`src/rtl/flow_verdict_pkg.sv`:
```
// flow_verdict_stream shared types and sizes.
// Batch geometry, FSM states and flow-count saturation.
package flow_verdict_pkg;

  localparam int WORD_W    = 64;
  localparam int NUM_WORDS = 4;
  localparam int FLOW_ID_W = 8;
  localparam int MAX_FLOWS = WORD_W * NUM_WORDS;
  localparam int BIT_W     = $clog2(WORD_W);
  localparam int WCNT_W    = $clog2(NUM_WORDS);
  localparam int CNT_W     = FLOW_ID_W + 1;

  typedef enum logic [1:0] {
    IDLE,
    COLLECT,
    DRAIN,
    DONE
  } state_t;

  // Clamp the requested flow count to the bitmap size.
  function automatic logic [CNT_W-1:0] sat_flows(
    input logic [15:0] n
  );
    if (n > 16'(MAX_FLOWS)) return CNT_W'(MAX_FLOWS);
    return n[CNT_W-1:0];
  endfunction

endpackage

```
`src/rtl/flow_verdict_stream_if.sv`:
```
// Result-word input and verdict stream bundle.
// slave is the converter side, master the driver/consumer side.
interface flow_verdict_stream_if;
  import flow_verdict_pkg::*;

  logic [WORD_W-1:0]    i_result;
  logic                 i_result_valid;
  logic [15:0]          i_flow_num;
  logic                 i_verdict_ready;
  logic                 o_verdict_valid;
  logic [FLOW_ID_W-1:0] o_verdict_flow_id;
  logic                 o_verdict_enc;
  logic                 o_batch_done;
  logic [FLOW_ID_W:0]   o_enc_count;
  logic                 o_overrun;

  modport master (
    output i_result,
    output i_result_valid,
    output i_flow_num,
    output i_verdict_ready,
    input  o_verdict_valid,
    input  o_verdict_flow_id,
    input  o_verdict_enc,
    input  o_batch_done,
    input  o_enc_count,
    input  o_overrun
  );

  modport slave (
    input  i_result,
    input  i_result_valid,
    input  i_flow_num,
    input  i_verdict_ready,
    output o_verdict_valid,
    output o_verdict_flow_id,
    output o_verdict_enc,
    output o_batch_done,
    output o_enc_count,
    output o_overrun
  );

endinterface

```
`src/rtl/flow_verdict_buf.sv`:
```
// Result bitmap store: word-wide writes,
// single-bit read selected by flow index.
module flow_verdict_buf
  import flow_verdict_pkg::*;
(
  input  logic                 clk,
  input  logic                 rst_n,
  input  logic                 we,
  input  logic [WCNT_W-1:0]    waddr,
  input  logic [WORD_W-1:0]    wdata,
  input  logic [FLOW_ID_W-1:0] ridx,
  output logic                 rbit
);

  logic [WORD_W-1:0] mem [NUM_WORDS];

  // Capture one result word per write strobe.
  always_ff @(posedge clk or negedge rst_n) begin
    if (!rst_n) begin
      for (int k = 0; k < NUM_WORDS; k++) begin
        mem[k] <= '0;
      end
    end else if (we) begin
      mem[waddr] <= wdata;
    end
  end

  assign rbit = mem[ridx[FLOW_ID_W-1:BIT_W]][ridx[BIT_W-1:0]];

endmodule

```
`src/rtl/flow_verdict_stream.sv`:
```
// Bitmap-to-verdict converter: collects result words,
// streams one verdict per flow, counts encrypted flows.
module flow_verdict_stream
  import flow_verdict_pkg::*;
(
  input logic                  i_clk,
  input logic                  i_rst_n,
  flow_verdict_stream_if.slave bus
);

  state_t               state;
  logic [WCNT_W-1:0]    word_cnt;
  logic [CNT_W-1:0]     n_flows;
  logic [CNT_W-1:0]     run_cnt;
  logic [FLOW_ID_W-1:0] idx;
  logic                 verdict_valid;
  logic                 batch_done;
  logic [CNT_W-1:0]     enc_count;
  logic                 overrun;

  logic                 buf_we;
  logic [WCNT_W-1:0]    buf_addr;
  logic                 buf_bit;
  logic                 fire;
  logic                 last;
  logic                 last_word;

  assign buf_we = bus.i_result_valid
                & ((state == IDLE) | (state == COLLECT));
  assign buf_addr = (state == IDLE) ? '0 : word_cnt;

  flow_verdict_buf u_buf (
    .clk   (i_clk),
    .rst_n (i_rst_n),
    .we    (buf_we),
    .waddr (buf_addr),
    .wdata (bus.i_result),
    .ridx  (idx),
    .rbit  (buf_bit)
  );

  assign fire = verdict_valid & bus.i_verdict_ready;
  assign last = ({1'b0, idx} == n_flows - CNT_W'(1));
  assign last_word = (word_cnt == WCNT_W'(NUM_WORDS - 1));

  // Batch FSM with registered handshake, done and count outputs.
  always_ff @(posedge i_clk or negedge i_rst_n) begin
    if (!i_rst_n) begin
      state         <= IDLE;
      word_cnt      <= '0;
      n_flows       <= '0;
      run_cnt       <= '0;
      idx           <= '0;
      verdict_valid <= 1'b0;
      batch_done    <= 1'b0;
      enc_count     <= '0;
      overrun       <= 1'b0;
    end else begin
      batch_done <= 1'b0;
      unique case (state)
        IDLE: begin
          if (bus.i_result_valid) begin
            word_cnt <= WCNT_W'(1);
            n_flows  <= sat_flows(bus.i_flow_num);
            run_cnt  <= '0;
            state    <= COLLECT;
          end
        end
        COLLECT: begin
          if (bus.i_result_valid) begin
            if (last_word) begin
              word_cnt <= '0;
              if (n_flows != '0) begin
                verdict_valid <= 1'b1;
                state         <= DRAIN;
              end else begin
                batch_done <= 1'b1;
                enc_count  <= run_cnt;
                state      <= DONE;
              end
            end else begin
              word_cnt <= word_cnt + WCNT_W'(1);
            end
          end
        end
        DRAIN: begin
          if (bus.i_result_valid) overrun <= 1'b1;
          if (fire) begin
            run_cnt <= run_cnt + CNT_W'(buf_bit);
            if (last) begin
              verdict_valid <= 1'b0;
              batch_done    <= 1'b1;
              enc_count     <= run_cnt + CNT_W'(buf_bit);
              state         <= DONE;
            end else begin
              idx <= idx + FLOW_ID_W'(1);
            end
          end
        end
        DONE: begin
          if (bus.i_result_valid) overrun <= 1'b1;
          idx   <= '0;
          state <= IDLE;
        end
        default: state <= IDLE;
      endcase
    end
  end

  assign bus.o_verdict_valid   = verdict_valid;
  assign bus.o_verdict_flow_id = idx;
  assign bus.o_verdict_enc     = verdict_valid & buf_bit;
  assign bus.o_batch_done      = batch_done;
  assign bus.o_enc_count       = enc_count;
  assign bus.o_overrun         = overrun;

endmodule

```
`src/flat_wrapper.sv`:
```
// flat-port wrapper written by rule: the top's interface ports become plain ports
module flow_verdict_stream_flat import flow_verdict_pkg::*;
  (i_clk, i_rst_n, bus_i_result, bus_i_result_valid, bus_i_flow_num, bus_i_verdict_ready, bus_o_verdict_valid, bus_o_verdict_flow_id, bus_o_verdict_enc, bus_o_batch_done, bus_o_enc_count, bus_o_overrun);
  flow_verdict_stream_if bus_i ();
  input logic i_clk;
  input logic i_rst_n;
  input wire logic [$bits(bus_i.i_result)-1:0] bus_i_result;
  input wire logic [$bits(bus_i.i_result_valid)-1:0] bus_i_result_valid;
  input wire logic [$bits(bus_i.i_flow_num)-1:0] bus_i_flow_num;
  input wire logic [$bits(bus_i.i_verdict_ready)-1:0] bus_i_verdict_ready;
  output wire logic [$bits(bus_i.o_verdict_valid)-1:0] bus_o_verdict_valid;
  output wire logic [$bits(bus_i.o_verdict_flow_id)-1:0] bus_o_verdict_flow_id;
  output wire logic [$bits(bus_i.o_verdict_enc)-1:0] bus_o_verdict_enc;
  output wire logic [$bits(bus_i.o_batch_done)-1:0] bus_o_batch_done;
  output wire logic [$bits(bus_i.o_enc_count)-1:0] bus_o_enc_count;
  output wire logic [$bits(bus_i.o_overrun)-1:0] bus_o_overrun;
  assign bus_i.i_result = bus_i_result;
  assign bus_i.i_result_valid = bus_i_result_valid;
  assign bus_i.i_flow_num = bus_i_flow_num;
  assign bus_i.i_verdict_ready = bus_i_verdict_ready;
  assign bus_o_verdict_valid = bus_i.o_verdict_valid;
  assign bus_o_verdict_flow_id = bus_i.o_verdict_flow_id;
  assign bus_o_verdict_enc = bus_i.o_verdict_enc;
  assign bus_o_batch_done = bus_i.o_batch_done;
  assign bus_o_enc_count = bus_i.o_enc_count;
  assign bus_o_overrun = bus_i.o_overrun;
  flow_verdict_stream u_core (.i_clk(i_clk), .i_rst_n(i_rst_n), .bus(bus_i));
endmodule
```
`config.mk`:
```
export PLATFORM = sky130hd
export DESIGN_NAME = flow_verdict_stream_flat
export DESIGN_NICKNAME = d
export VERILOG_FILES = /design/src/rtl/flow_verdict_pkg.sv /design/src/rtl/flow_verdict_stream_if.sv /design/src/rtl/flow_verdict_buf.sv /design/src/rtl/flow_verdict_stream.sv /design/src/flat_wrapper.sv
export SDC_FILE = /design/constraint.sdc
export NUM_CORES = 1
export LEC_CHECK = 0
export ABC_AREA = 0
export CORE_MARGIN = 3
export CORE_UTILIZATION = 32
export CTS_CLUSTER_DIAMETER = 50
export DETAILED_ROUTE_END_ITERATION = 6
export PLACE_DENSITY = 0.47
export SLEW_MARGIN = 20
export SYNTH_ARGS = -nofsm -noshare
export SYNTH_HDL_FRONTEND = slang
export SYNTH_SLANG_ARGS = --single-unit
```
`constraint.sdc`:
```
create_clock -name i_clk -period 3.9 [get_ports i_clk]
set_input_delay 0.585 -clock i_clk [delete_from_list [all_inputs] [get_ports i_clk]]
set_output_delay 0.585 -clock i_clk [all_outputs]
set_load 0.02 [all_outputs]
```
# Yosys cells after proc, flatten, opt, wreduce, memory -nomap -nowiden
# Cells that the tools add are included.
# op_classes
order_cmp	5
muxes	48
n_reduce_logical	16
bitwise	6
add_sub_neg	4
eq_ne	13
# op_table
operator	count
bitwise mux 256 bit	1
two-way mux 64 bit	3
binary-select mux 64 bit (select 2 bit)	1
demux 64 bit (select 2 bit)	1
two-way mux 9 bit	9
case mux 9 bit (2 select lines)	2
> comparator 16 x 9 -> 1 bit (second input constant)	1
two-way mux 2 bit	8
two-way mux 8 bit	2
case mux 8 bit (2 select lines)	1
two-way mux 1 bit	15
AND reduction 6 bit	2
!= test 2 bit (second input constant)	5
adder 9 x 1 -> 9 bit	1
== test 8 x 9 -> 1 bit	1
AND reduction 3 bit	3
nonzero test 9 bit	1
subtractor 9 x 1 -> 9 bit (second input constant)	1
adder 8 x 1 -> 8 bit (second input constant)	1
case mux 2 bit (4 select lines)	1
nonzero test 2 bit	4
less-than comparator 6 x 7 -> 1 bit (second input constant)	1
binary-select mux 1 bit (select 6 bit)	1
== test 2 bit (second input constant)	3
15 further kinds	23
# word_totals
input_bits	84
register_bits	298
wordCells	105
output_inout_bits	21

# Longest topological paths before layout
# Gate-level depths: netlist of run 1.
# logic_depth
ltp_word	10
mapped_depth	19
depth_no_buf	15

# Cells and area by module
# From an unflattened synthesis of run 1, not the netlist that was laid out.
# hier_totals
hier_cells	1078
area_unflattened_um2	14530.2
# modules_own_cells
mod	area_each_um2	n_inst	cells_each	seq_area_each_um2
flow_verdict_buf	11668.7	1	762	6406.1
flow_verdict_stream	2861.5	1	316	1051.0

# Worst setup path before layout of run 1
# Ideal clock, no wire load.
# synth_path
path_kind	reg-to-reg
from	reg u_core.idx[6] (netlist: u_core.bus.o_verdict_flow_id[6])
to	reg u_core.enc_count[6] (netlist: u_core.bus.o_enc_count[6])
synth_period_minus_slack_ns	3.674
stages_incl_launch_ff	19
setup_time_ns	0.136
required_ns	3.764
slack_ns	0.226
n_path_buf	4
t_arrival_ns	3.538
path_cell_list	dfrtp_1 > buf_4 > buf_4 > buf_4 > buf_4 > mux2i_1 > nand2_1 > a41oi_1 > o41ai_1 > nor4_1 > o32ai_1 > ha_1 > ha_1 > and3_1 > nand2_1 > nor2_1 > o41ai_1 > a31oi_1 > a21boi_1
# synth_between
elab_chain_len	10
elab_cells_between_ends	13
classes_between	add/sub: 1; eq/ne: 2; mux: 8; bitwise: 1; reduce/logical: 1
# synth_lines
item	line	source
from (decl)	flow_verdict_stream.sv:15	logic [FLOW_ID_W-1:0] idx;
from (signal assigned)	flow_verdict_stream.sv:96	idx <= idx + FLOW_ID_W'(1);
NOT 2 -> 3 bit (implied by the code)	flow_verdict_buf.sv:28	assign rbit = mem[ridx[FLOW_ID_W-1:BIT_W]][ridx[BIT_W-1:0]];
binary-select mux 64 bit (select 2 bit)	flow_verdict_buf.sv:28	
two-way mux 64 bit (implied by the code) (2 in series)	flow_verdict_buf.sv:28	
binary-select mux 1 bit (select 6 bit)	flow_verdict_buf.sv:28	
two-way mux 1 bit (implied by the code)	flow_verdict_buf.sv:28	
adder 9 x 1 -> 9 bit	flow_verdict_stream.sv:93	enc_count <= run_cnt + CNT_W'(buf_bit);
two-way mux 9 bit	flow_verdict_stream.sv:90	if (last) begin
two-way mux 9 bit	flow_verdict_stream.sv:88	if (fire) begin
case mux 9 bit (2 select lines)	flow_verdict_stream.sv:60	unique case (state)
to (signal assigned)	flow_verdict_stream.sv:78	enc_count <= run_cnt;
to (signal assigned)	flow_verdict_stream.sv:93	
to (decl)	flow_verdict_stream.sv:18	logic [CNT_W-1:0] enc_count;
# Parallel ways exist; a longest one is shown, timed or not. The select of a mux whose other input is x is not followed.
# A chain may end at the register's enable or synchronous reset.

# Worst setup path after layout of run 1
# layout_path
from	reg u_core.idx[6] (netlist: u_core.bus.o_verdict_flow_id[6])
to	out bus_o_verdict_enc
# layout_between
elab_chain_len	7
# layout_lines
item	line	source
NOT 2 -> 3 bit (implied by the code)	flow_verdict_buf.sv:28	
binary-select mux 64 bit (select 2 bit)	flow_verdict_buf.sv:28	
two-way mux 64 bit (implied by the code) (2 in series)	flow_verdict_buf.sv:28	
binary-select mux 1 bit (select 6 bit)	flow_verdict_buf.sv:28	
two-way mux 1 bit (implied by the code)	flow_verdict_buf.sv:28	
bitwise AND 1 bit	flow_verdict_stream.sv:112	assign bus.o_verdict_enc = verdict_valid & buf_bit;
to (decl)	flat_wrapper.sv:13	output wire logic [$bits(bus_i.o_verdict_enc)-1:0] bus_o_verdict_enc;
# No other way between the ends. The select of a mux whose other input is x is not followed.

==> results.md, run 1 <==
- Final ANT Viol Nets: 0
- Reg-to-Reg End: u_core.bus.o_enc_count[6]
- Routed WL: 38,750 um
- Path type of the worst setup path: register to output port
- Grt met1 use: roughly 23%
- R2R cell count: 18
- Setup TNS: -77.72 ps
- Reg clk slew, reported paths: 60 ps
- R2r setup slk: -10 ps
- Comb power frac: 31.9%
- Area of the die: 47,620 um^2
- Synthesis Warnings: 0
- Multi-input gate area: 6788 um^2
- CTS sink count: 298
- Total of max-cap violations: 0
- Vias in the first global route: between 10,000 and 15,000
- Area contributors post-synth: dfrtp_1, mux2_2, mux4_2, mux2i_1, clkbuf_1
- Fill cell count: 4,184
- Crit Reg-Reg Startpoint: u_core.bus.o_verdict_flow_id[6]
- Final worst slack: -64.57 ps
- Clk root buf: clkbuf_16
- Clock buffer depth: 3
- GPL Wtd Cong: 0.7749
- Hold buffer count at cts: 0
- EDFF count, synth: 0
- DR iter-0 viols: 489
- Final HPWL DP: approximately 26,000 um
- Global-route wire length before repair: 61,400 um
- Overall Power: 13.14 mW
- Most common cell after layout, fill and taps aside: dfrtp_1
- Die height: 218.2 um
- P_int: 9.164 mW
- Nets@finish: 1,328
- Clk_skew: 26.84 ps
- Most used DFF post-synth: dfrtp_1
- Final hold vios: 0
- Starting Density: 32.52%
- DR pass1 iterations: 4
- VDD IR max: roughly 0.33 mV
- TritonCTS clock tree: yes
- Met3 usage: 3.198%
- Chip width: 218.2 um
- # IOs: approximately 110
- CP Capture Type: output port
- Fin crit period: 3965 ps
- Pleak: 7.505 nW
- Layout cell share with drive strength beyond 1: 40.76%
- Row count: 77
- Share of the synthesized area in the top cell type: 51.75%
- Synthesized Nets: 1,155
- Clk_lat worst skew: between 500 and 600 ps
- Most frequent cells in the layout: dfrtp_1, mux2_2, clkdlybuf4s50_1
- Met2 usage: 27.25%
- Slew HR: ~50%
- DRC: 0
- Crit path arrival time: approximately 3400 ps
- Via count: between 9,000 and 10,000
- Detail-routed via count per cell: 5.127
- Leading area contributor after synthesis: dfrtp_1
- Async S/R FF share, synth: between 90% and 100%
- Synth Register Bits: 298
- Post-Synthesis Cells: 1,061
- Worst-path maximum fanout: 8
- Avg Inst Size Synth: 13.58 um^2
- CTS Buf Count: 41
- Register area: 7463 um^2
- Outcome: finished with violations
- Post-synth cell types: 61
- RSZ-0062 raised after global routing: true
- Fmax: 252.2 MHz
- Crit path to: bus_o_verdict_enc
- Worst Setup Start Kind: register
- Endpoints failing setup: 2
- Clk pwr share: 28.8%
- P&R area growth vs syn: 28.00%
- Grt ovf: 0
- Sequential power share: 39.4%
- Count of pins over their slew limit: 0
- Net switching power: about 4.0 mW
- Gr busiest metal: met2
- Worst endpoint required time: 3310 ps
- Post-DR wirelength/cell: 20.85 um
- Post-Syn Area: 14,410 um^2
- Register area share after synthesis: 51.75%
- Slew @ Worst Pin: roughly 750 ps
- Pwr/cell area: approximately 710 nW/um^2
- Core footprint: 44,320 um^2
- Sw Share: 30.24%
- Tcrit/Tclk final: 101.7%
- H-Tree Depth: 2
- Ant. Diodes: 0
- Gr usage total: 16.62%
- Initial antenna violation count: 2
- Dpl ws: -150.1 ps
- Tightest Hold Check Type: input port to asynchronous set/reset pin
- Largest net degree at the start of global routing: 91
- CP Launch Point: u_core.bus.o_verdict_flow_id[6]
- Failing checks: negative setup slack
- Input/output buffers: 104
## final cells by class
type                            instances  share of cell area, %
Sequential cell                       298                  40.46
Timing Repair Buffer                  200                  10.83
Clock buffer                           56                  6.478
Tap cell                              592                  4.015
Multi-Input combinational cell        676                  36.80
Clock inverter                         19                  1.072
Inverter                               17                 0.3459
## synthesized netlist by cell type, types with 6 or more instances
| cell type | instances |
|---|---|
| a21oi_1 | 13 |
| buf_2 | 8 |
| a311oi_1 | 6 |
| mux4_2 | 42 |
| clkbuf_1 | 49 |
| xnor2_1 | 6 |
| nand2b_1 | 6 |
| inv_1 | 16 |
| buf_4 | 9 |
| o22ai_1 | 11 |
| dfrtp_1 | 298 |
| o41ai_1 | 7 |
| mux2_2 | 260 |
| ha_1 | 10 |
| a211oi_1 | 8 |
| o211ai_1 | 9 |
| and2_1 | 6 |
| and3_1 | 8 |
| a32o_1 | 6 |
| mux2i_1 | 61 |
| nor3_1 | 11 |
| nand2_1 | 46 |
| nor4_1 | 6 |
| a22o_1 | 12 |
| nand3_1 | 22 |
| nor2_1 | 21 |
| a22oi_1 | 19 |
| o21ai_0 | 17 |
## state kept, by name, indices dropped and copies added, names as in the netlist
name	flops
u_core.run_cnt	9
u_core.bus.o_overrun	1
u_core.bus.o_verdict_flow_id	8
u_core.bus.o_verdict_valid	1
u_core.bus.o_batch_done	1
u_core.state	2
u_core.u_buf.mem	256
u_core.word_cnt	2
u_core.bus.o_enc_count	9
u_core.n_flows	9
## worst max-delay path, cell delays in order (launching register included)
cell	delay, ps
dfrtp_4	520
buf_6	140
buf_12	130
buf_4	130
mux4_2	400
mux2i_1	250
a211oi_1	150
nor4_2	400
buf_4	190
o32ai_4	90
buf_6	150
and2_4	140
buf_6	120
## stage by stage
stage	instances	hold slack, ps	util, %	area [um^2]
final	1858	9.545	41.62	18450
after floorplan	1061	289.4	-	14410
after global placement	1765	450.3	37.63	16680
after global routing	1858	39.08	41.62	18450
after detailed placement	1765	454.3	37.63	16680
after CTS	1851	29.29	41.20	18260
## what timing repair did
item / in CTS / in global routing
pin swaps: 6 / 6
gates cloned: 1 / 0
endpoints found under the setup margin: 9 / 11
gates resized for setup: 25 / 27
buffers inserted: 10 / 7
## logic make-up after synthesis
group,synth area share [%]
AND/OR/NAND/NOR,5.296
buffers and inverters,2.674
multiplexers,31.30
flip-flops,51.75
AO/OA/AOI/OAI,7.571
XOR/XNOR,0.5470
adder cells (fa/ha/maj),0.8682
## worst min path at each step
stage,end,cells past startpoint
2_1_floorplan,u_core.bus.o_batch_done,0
3_3_place_gp,u_core.bus.o_overrun,1
3_5_place_dp,u_core.bus.o_overrun,1
4_1_cts,u_core.n_flows[3],1
5_1_grt,u_core.n_flows[3],1
6_report,u_core.n_flows[3],1
## power groups by stage
stage               Combinational (mW)  Clock [mW]  Sequential [mW]
detailed placement                4.06           0             5.23
CTS                               4.14        3.90             5.18
floorplan                         2.86           0             5.03
global placement                  3.99           0             5.24
finish                            4.19        3.78             5.17
global route                      4.57        4.02             5.36
## layer usage
layer	wire (um)	share of wire [%]
met2	18390	47
met5	17	0.044
met4	720	1.9
met1	18120	47
met3	1496	3.9
Note: power is estimated with default switching activity, not from simulation.
==> run 2: changes to the inputs <==
--- a/config.mk
+++ b/config.mk
@@ -15,3 +15,4 @@
 export SYNTH_ARGS = -nofsm -noshare
 export SYNTH_HDL_FRONTEND = slang
 export SYNTH_SLANG_ARGS = --single-unit
+export TNS_END_PERCENT = 5
==> run 2 against run 1 <==
  * The flow still finishes with violations (negative setup slack)
  * Hold slack lost 0.90 ps
  * Sequential share of layout area increased by 0.071 points
  * Clock skew is 0.97 ps lower
  * Largest cell class unchanged
  * Routed wire length is essentially flat
  * Utilization shrank 0.073 points
  * Register-to-register slack barely moved
==> results.md, run 2 (synthesis results as in run 1) <==
- Final worst slack: -48.76 ps (+15.81 ps)
- Die height: 218.2 um (unchanged)
- Pwr/cell area: 713.3 nW/um^2 (+0.16%)
- M1 wire length: 18,020 um (-0.54%)
- # IOs: 105 (unchanged)
- GPL Wtd Cong: 0.7749 (unchanged)
- Outcome: finished with violations
- Ant. Diodes: 0 (unchanged)
- Via count: 9,551 (+0.26%)
- Vias in the first global route: 10,200 (unchanged)
- Crit path arrival time: 3360 ps (-20 ps)
- Largest net degree at the start of global routing: 91 (unchanged)
- R2r setup slk: 0 ps (about the same)
- Slew HR: 49.21% (-0.68 points)
- Tcrit/Tclk final: 101.3% (-0.41 points)
- Path type of the worst setup path: register to output port
- Core footprint: 44,320 um^2 (unchanged)
- Input/output buffers: 104 (unchanged)
- Failing checks: negative setup slack
- CP Capture Type: output port
- Global-route wire length before repair: 61,400 um (unchanged)
- Gr usage total: 16.62% (unchanged)
- Total of max-cap violations: 0 (unchanged)
- Reg clk slew, reported paths: 60 ps (about the same)
- Hold buffer count at cts: 0 (unchanged)
- Detail-routed via count per cell: 5.146 (+0.37%)
- Overall Power: 13.14 mW (about the same)
- Fin crit period: 3949 ps (-15.81 ps)
- DRC: 0 (unchanged)
- Largest register FFs: 256 (unchanged)
- Worst-path maximum fanout: 8 (unchanged)
- Endpoints failing setup: 1 (-1)
- Fin cells: 1,856 (-0.11%)
- Area of the die: 47,620 um^2 (unchanged)
- Tightest Hold Check Type: input port to asynchronous set/reset pin
- Nets@finish: 1,326 (-0.15%)
- Post-DR wirelength/cell: 20.86 um (about the same)
- Most common cell after layout, fill and taps aside: dfrtp_1
- Clk_lat worst skew: 560 ps (about the same)
- Placed Area: 16,680 um^2 (unchanged)
- Met3 wire length: 1517 um (+1.4%)
- Clock buffer depth: 3 (unchanged)
- Placed Cells: 1,765 (unchanged)
- Dpl ws: -150.1 ps (unchanged)
- Final Cell Area: 18,410 um^2 (-0.18%)
- DR pass1 iterations: 6 (+2)
- Starting Density: 32.52% (unchanged)
- Initial antenna violation count: 2 (unchanged)
- Layout cell share with drive strength beyond 1: 40.35% (-0.41 points)
- Met2 WL: 18,450 um (+0.28%)
- Final HPWL DP: 25,890 um (unchanged)
- P&R area growth vs syn: 27.77%
- VDD IR max: 0.3262 mV (-0.25%)
- Slew @ Worst Pin: 760.3 ps (+10.24 ps)
- Clk_skew: 25.87 ps (-0.9725 ps)
- Row count: 77 (unchanged)
- Highest routed layer: met5
- Routed WL: 38,720 um (about the same)
- RSZ-0062 raised after global routing: true
- Grt ovf: 0 (unchanged)
- Reg with most FFs: u_core.u_buf.mem
- Worst Setup Start Kind: register
- Worst endpoint required time: 3310 ps (about the same)
- TritonCTS clock tree: yes
- DR iter-0 viols: 463 (-5.3%)
- CTS Buf Count: 41 (unchanged)
- Pleak: 7.497 nW (-0.11%)
- Count of pins over their slew limit: 0 (unchanged)
- H-Tree Depth: 2 (unchanged)
- Clk root buf: clkbuf_16
- Most frequent cells in the layout: dfrtp_1, mux2_2, clkdlybuf4s50_1
- Final hold vios: 0 (unchanged)
- Chip width: 218.2 um (unchanged)
- Fmax: 253.2 MHz (+0.40%)
- Final ANT Viol Nets: 0 (unchanged)
- CTS sink count: 298 (unchanged)
run 2: critical path: stages, from the launching register on:
cell      delay, ps
dfrtp_4         520
buf_6           140
buf_12          130
buf_4           130
mux4_2          400
mux2i_1         250
a211oi_1        150
nor4_2          390
buf_4           190
o32ai_4          90
buf_6           150
and2_4          140
buf_6           120
run 2: area by class of cell:
class                      count  area [um^2]
fill                        4184        25900
sequential                   298         7463
multi-input combinational    676         6770
timing repair buffer         198         1983
clock buffer                  56         1195
tap                          592        740.7
clock inverter                19        197.7
inverter                      17        63.81
run 2: layer usage:
| layer | vias to the layer above | track usage (%) |
|---|---|---|
| met5 | - | 0 |
| met4 | 4 | 3.957 |
| met3 | 57 | 3.198 |
| met2 | 163 | 27.25 |
| met1 | 4948 | 22.81 |
| li1 | 4379 | - |
run 2: power breakdown:
| part | switching [mW] | internal, mW | total (mW) | leakage, nW |
|---|---|---|---|---|
| clock | 1.46 | 2.31 | 3.78 | 0.689 |
| sequential | 0.709 | 4.47 | 5.17 | 3.67 |
| combinational | 1.80 | 2.39 | 4.18 | 3.13 |
run 2: timing repair:
item,CTS,global route
pin swaps,6,5
gates cloned,1,0
resized for setup,25,22
buffers inserted,10,5
setup endpoints to repair,9,11
run 2: final timing paths:
kind / start / end / cells after the start
setup / recovery: u_core.bus.o_verdict_flow_id[6] / bus_o_verdict_enc / 12
hold / removal: i_rst_n / u_core.n_flows[3] / 1
setup reg to reg: u_core.bus.o_verdict_flow_id[6] / u_core.bus.o_enc_count[6] / 18
hold reg to reg: u_core.bus.o_overrun / u_core.bus.o_overrun / 1
max in group asynchronous: i_rst_n / u_core.bus.o_overrun / 3
min in group i_clk: u_core.bus.o_overrun / u_core.bus.o_overrun / 1
run 2: through the flow:
step | setup TNS, ps | hold WS (ps) | utilization [%]
2_1_floorplan | 0 | 289.4 | -
3_3_place_gp | -738.2 | 450.3 | 37.63
3_5_place_dp | -397.8 | 454.3 | 37.63
4_1_cts | -62.40 | 29.29 | 41.20
5_1_grt | -985.3 | 39.08 | 41.55
6_report | -48.76 | 8.645 | 41.55
==> run 3: changes to the inputs <==
--- a/config.mk
+++ b/config.mk
@@ -9,7 +9,9 @@
 export CORE_MARGIN = 3
 export CORE_UTILIZATION = 32
 export CTS_CLUSTER_DIAMETER = 50
+export CTS_CLUSTER_SIZE = 8
 export DETAILED_ROUTE_END_ITERATION = 6
+export MAX_ROUTING_LAYER = met4
 export PLACE_DENSITY = 0.47
 export SLEW_MARGIN = 20
 export SYNTH_ARGS = -nofsm -noshare
==> run 3 against run 2 <==
  * The flow finishes with violations (negative hold slack, negative setup slack)
  * Count of clock-buffer cells in the layout up 1
  * Register-to-register slack worse by 20 ps
  * Combinational power about the same
  * Critical path type unchanged
  * Clock power is 1% lower
  * Sequential power barely moved
  * Critical path depth unchanged
  * Setup slack got worse by 15 ps
==> results.md, run 3 (synthesis results as in run 1) <==
- Path type of the worst setup path: register to output port
- Failing checks: negative hold slack, negative setup slack
- Final Cell Area: 18,350 um^2 (-0.33%)
- Most frequent cells in the layout: dfrtp_1, mux2_2, clkdlybuf4s50_1
- Die height: 218.2 um (unchanged)
- Layout cell share with drive strength beyond 1: 39.62% (-0.73 points)
- Clk_skew: 19.67 ps (-6.202 ps)
- VDD IR max: 0.3205 mV (-1.8%)
- R2r setup slk: -20 ps (-20 ps)
- Input/output buffers: 104 (unchanged)
- Final worst slack: -64.02 ps (-15.26 ps)
- Nets@finish: 1,329 (+0.23%)
- Sequential power share: 39.6% (+0.2 points)
- Global-route wire length before repair: 61,840 um (+0.71%)
- Outcome: finished with violations
- Pleak: 7.450 nW (-0.63%)
- Crit Reg-Reg Startpoint: u_core.bus.o_verdict_flow_id[6]
- Final HPWL DP: 25,890 um (unchanged)
- DR iter-0 viols: 497 (+7.3%)
- Tcrit/Tclk final: 101.6% (+0.39 points)
- Buffers & Inverters on Critical Path: 6 (unchanged)
- Crit path arrival time: 3380 ps (+20 ps)
- Largest register FFs: 256 (unchanged)
- CTS Buf Count: 47 (+15%)
- Clock buffer depth: 3 (unchanged)
- Initial antenna violation count: 2 (unchanged)
- Final core occ: 41.41% (-0.14 points)
- Setup TNS: -87.21 ps (-38.45 ps)
- DRC: 0 (unchanged)
- CP Capture Type: output port
- Fmax: 252.3 MHz (-0.39%)
- GPL Wtd Cong: 0.7855 (+1.4%)
- TritonCTS clock tree: yes
- P_int: 9.179 mW (+0.17%)
- Area of the die: 47,620 um^2 (unchanged)
- Critical path's slowest cell: dfrtp_4
- Largest net degree at the start of global routing: 91 (unchanged)
- Worst Hold Margin: -14.79 ps (-23.43 ps)
- Sw Share: 30.01% (-0.23 points)
- H-Tree Depth: 2 (unchanged)
- Crit-path most repeated cell: buf_6
- CP Cell Sequence: buf_6, buf_12, buf_12, mux4_2, mux2i_1, a211oi_1, nor4_2, buf_4, o32ai_4, buf_6, and2_4, buf_6
- Vias in the first global route: 10,240 (+0.45%)
- Final ANT Viol Nets: 0 (unchanged)
- Clk_lat worst skew: 570 ps (about the same)
- Max stage delay on crit path: 520 ps (about the same)
- CP Launch Point: u_core.bus.o_verdict_flow_id[6]
- Gr usage total: 17.29% (+0.67 points)
- Most common cell after layout, fill and taps aside: dfrtp_1
- Total of max-cap violations: 0 (unchanged)
- Net switching power: 3.935 mW (-0.91%)
- Fin crit period: 3964 ps (+15.26 ps)
- Core footprint: 44,320 um^2 (unchanged)
- Worst endpoint required time: 3310 ps (about the same)
- Count of pins over their slew limit: 0 (unchanged)
- Overall Power: 13.11 mW (-0.16%)
- Detail-routed via count per cell: 5.177 (+0.60%)
- Tightest Hold Check Type: input port to asynchronous set/reset pin
- CTS sink count: 298 (unchanged)
- Reg with most FFs: u_core.u_buf.mem
- P&R area growth vs syn: 27.36%
- Worst Setup Start Kind: register
- # IOs: 105 (unchanged)
- Pwr/cell area: 714.5 nW/um^2 (+0.17%)
- Final hold vios: 3 (+3)
- Cell family with most CP delay: buffers and inverters
- Comb power frac: 32.0% (about the same)
- Slew @ Worst Pin: 720.4 ps (-39.96 ps)
- Post-DR wirelength/cell: 21.15 um (+1.4%)
- Placed Area: 16,680 um^2 (unchanged)
- Grt ovf: 0 (unchanged)
- DR pass1 iterations: 4 (-2)
- Worst-path maximum fanout: 6 (-2)
- Row count: 77 (unchanged)
- Clk pwr share: 28.5% (-0.2 points)
- Reg clk slew, reported paths: 50 ps (about the same)
- RSZ-0062 raised after global routing: true
- Endpoints failing setup: 2 (+1)
- Slew HR: 51.98% (+2.8 points)
- Starting Density: 32.52% (unchanged)
- Chip width: 218.2 um (unchanged)
- Via count: 9,557 (+0.063%)
- Reg-to-Reg End: u_core.bus.o_enc_count[6]
- Hold buffer count at cts: 0 (unchanged)
- Routed WL: 39,040 um (+0.82%)
- R2R cell count: 18 (unchanged)
- Clk root buf: clkbuf_16
==> run 3: cell types whose count changed in the layout (fill, tap and decap cells not counted), moves of 3 or more <==
cell	before	now
clkinv_4	5	1
inv_6	9	1
clkbuf_16	43	48
buf_4	72	69
clkbuf_8	7	3
==> run 3: worst max-delay path by stage <==
stage,end,slack [ps],cells past startpoint
floorplan,u_core.bus.o_enc_count[6],230,18
global placement,u_core.bus.o_enc_count[6],-210,16
detailed placement,u_core.bus.o_enc_count[6],-150,16
CTS,bus_o_verdict_enc,-30,12
global route,u_core.bus.o_enc_count[7],-210,20
finish,bus_o_verdict_enc,-60,12
==> run 3: layer usage <==
metal  GRT usage (%)  share of wire, %
met3           3.295               4.1
met1           22.75                46
met2           27.73                48
met4           4.240               2.0
met5               -                 0
==> run 3: stage by stage <==
step | setup slack [ps] | cells
after floorplan | 225.7 | 1061
after global placement | -209.5 | 1765
after detailed placement | -150.1 | 1765
after CTS | -34.84 | 1841
after global routing | -212.2 | 1846
final | -64.02 | 1846
==> run 3: area by class of cell <==
| type | count | area [um^2] |
|---|---|---|
| fill | 4183 | 25960 |
| sequential | 298 | 7463 |
| multi-input combinational | 676 | 6759 |
| timing repair buffer | 195 | 1966 |
| clock buffer | 57 | 1265 |
| tap | 592 | 740.7 |
| clock inverter | 9 | 91.34 |
| inverter | 17 | 63.81 |
| antenna | 2 | 5.005 |
==> run 3: power groups by stage <==
| stage | Sequential (mW) | Clock [mW] | Combinational, mW |
|---|---|---|---|
| after CTS | 5.19 | 3.86 | 4.19 |
| after global routing | 5.37 | 3.98 | 4.57 |
| after detailed placement | 5.23 | 0 | 4.06 |
| final | 5.19 | 3.74 | 4.19 |
| after global placement | 5.24 | 0 | 3.99 |
| after floorplan | 5.03 | 0 | 2.86 |
==> run 3: repair_timing <==
item / in CTS / in global routing
setup buffers: 10 / 3
gates resized for setup: 30 / 16
endpoints found under the hold margin: 0 / 0
setup endpoints to repair: 9 / 11
pin swaps: 4 / 7
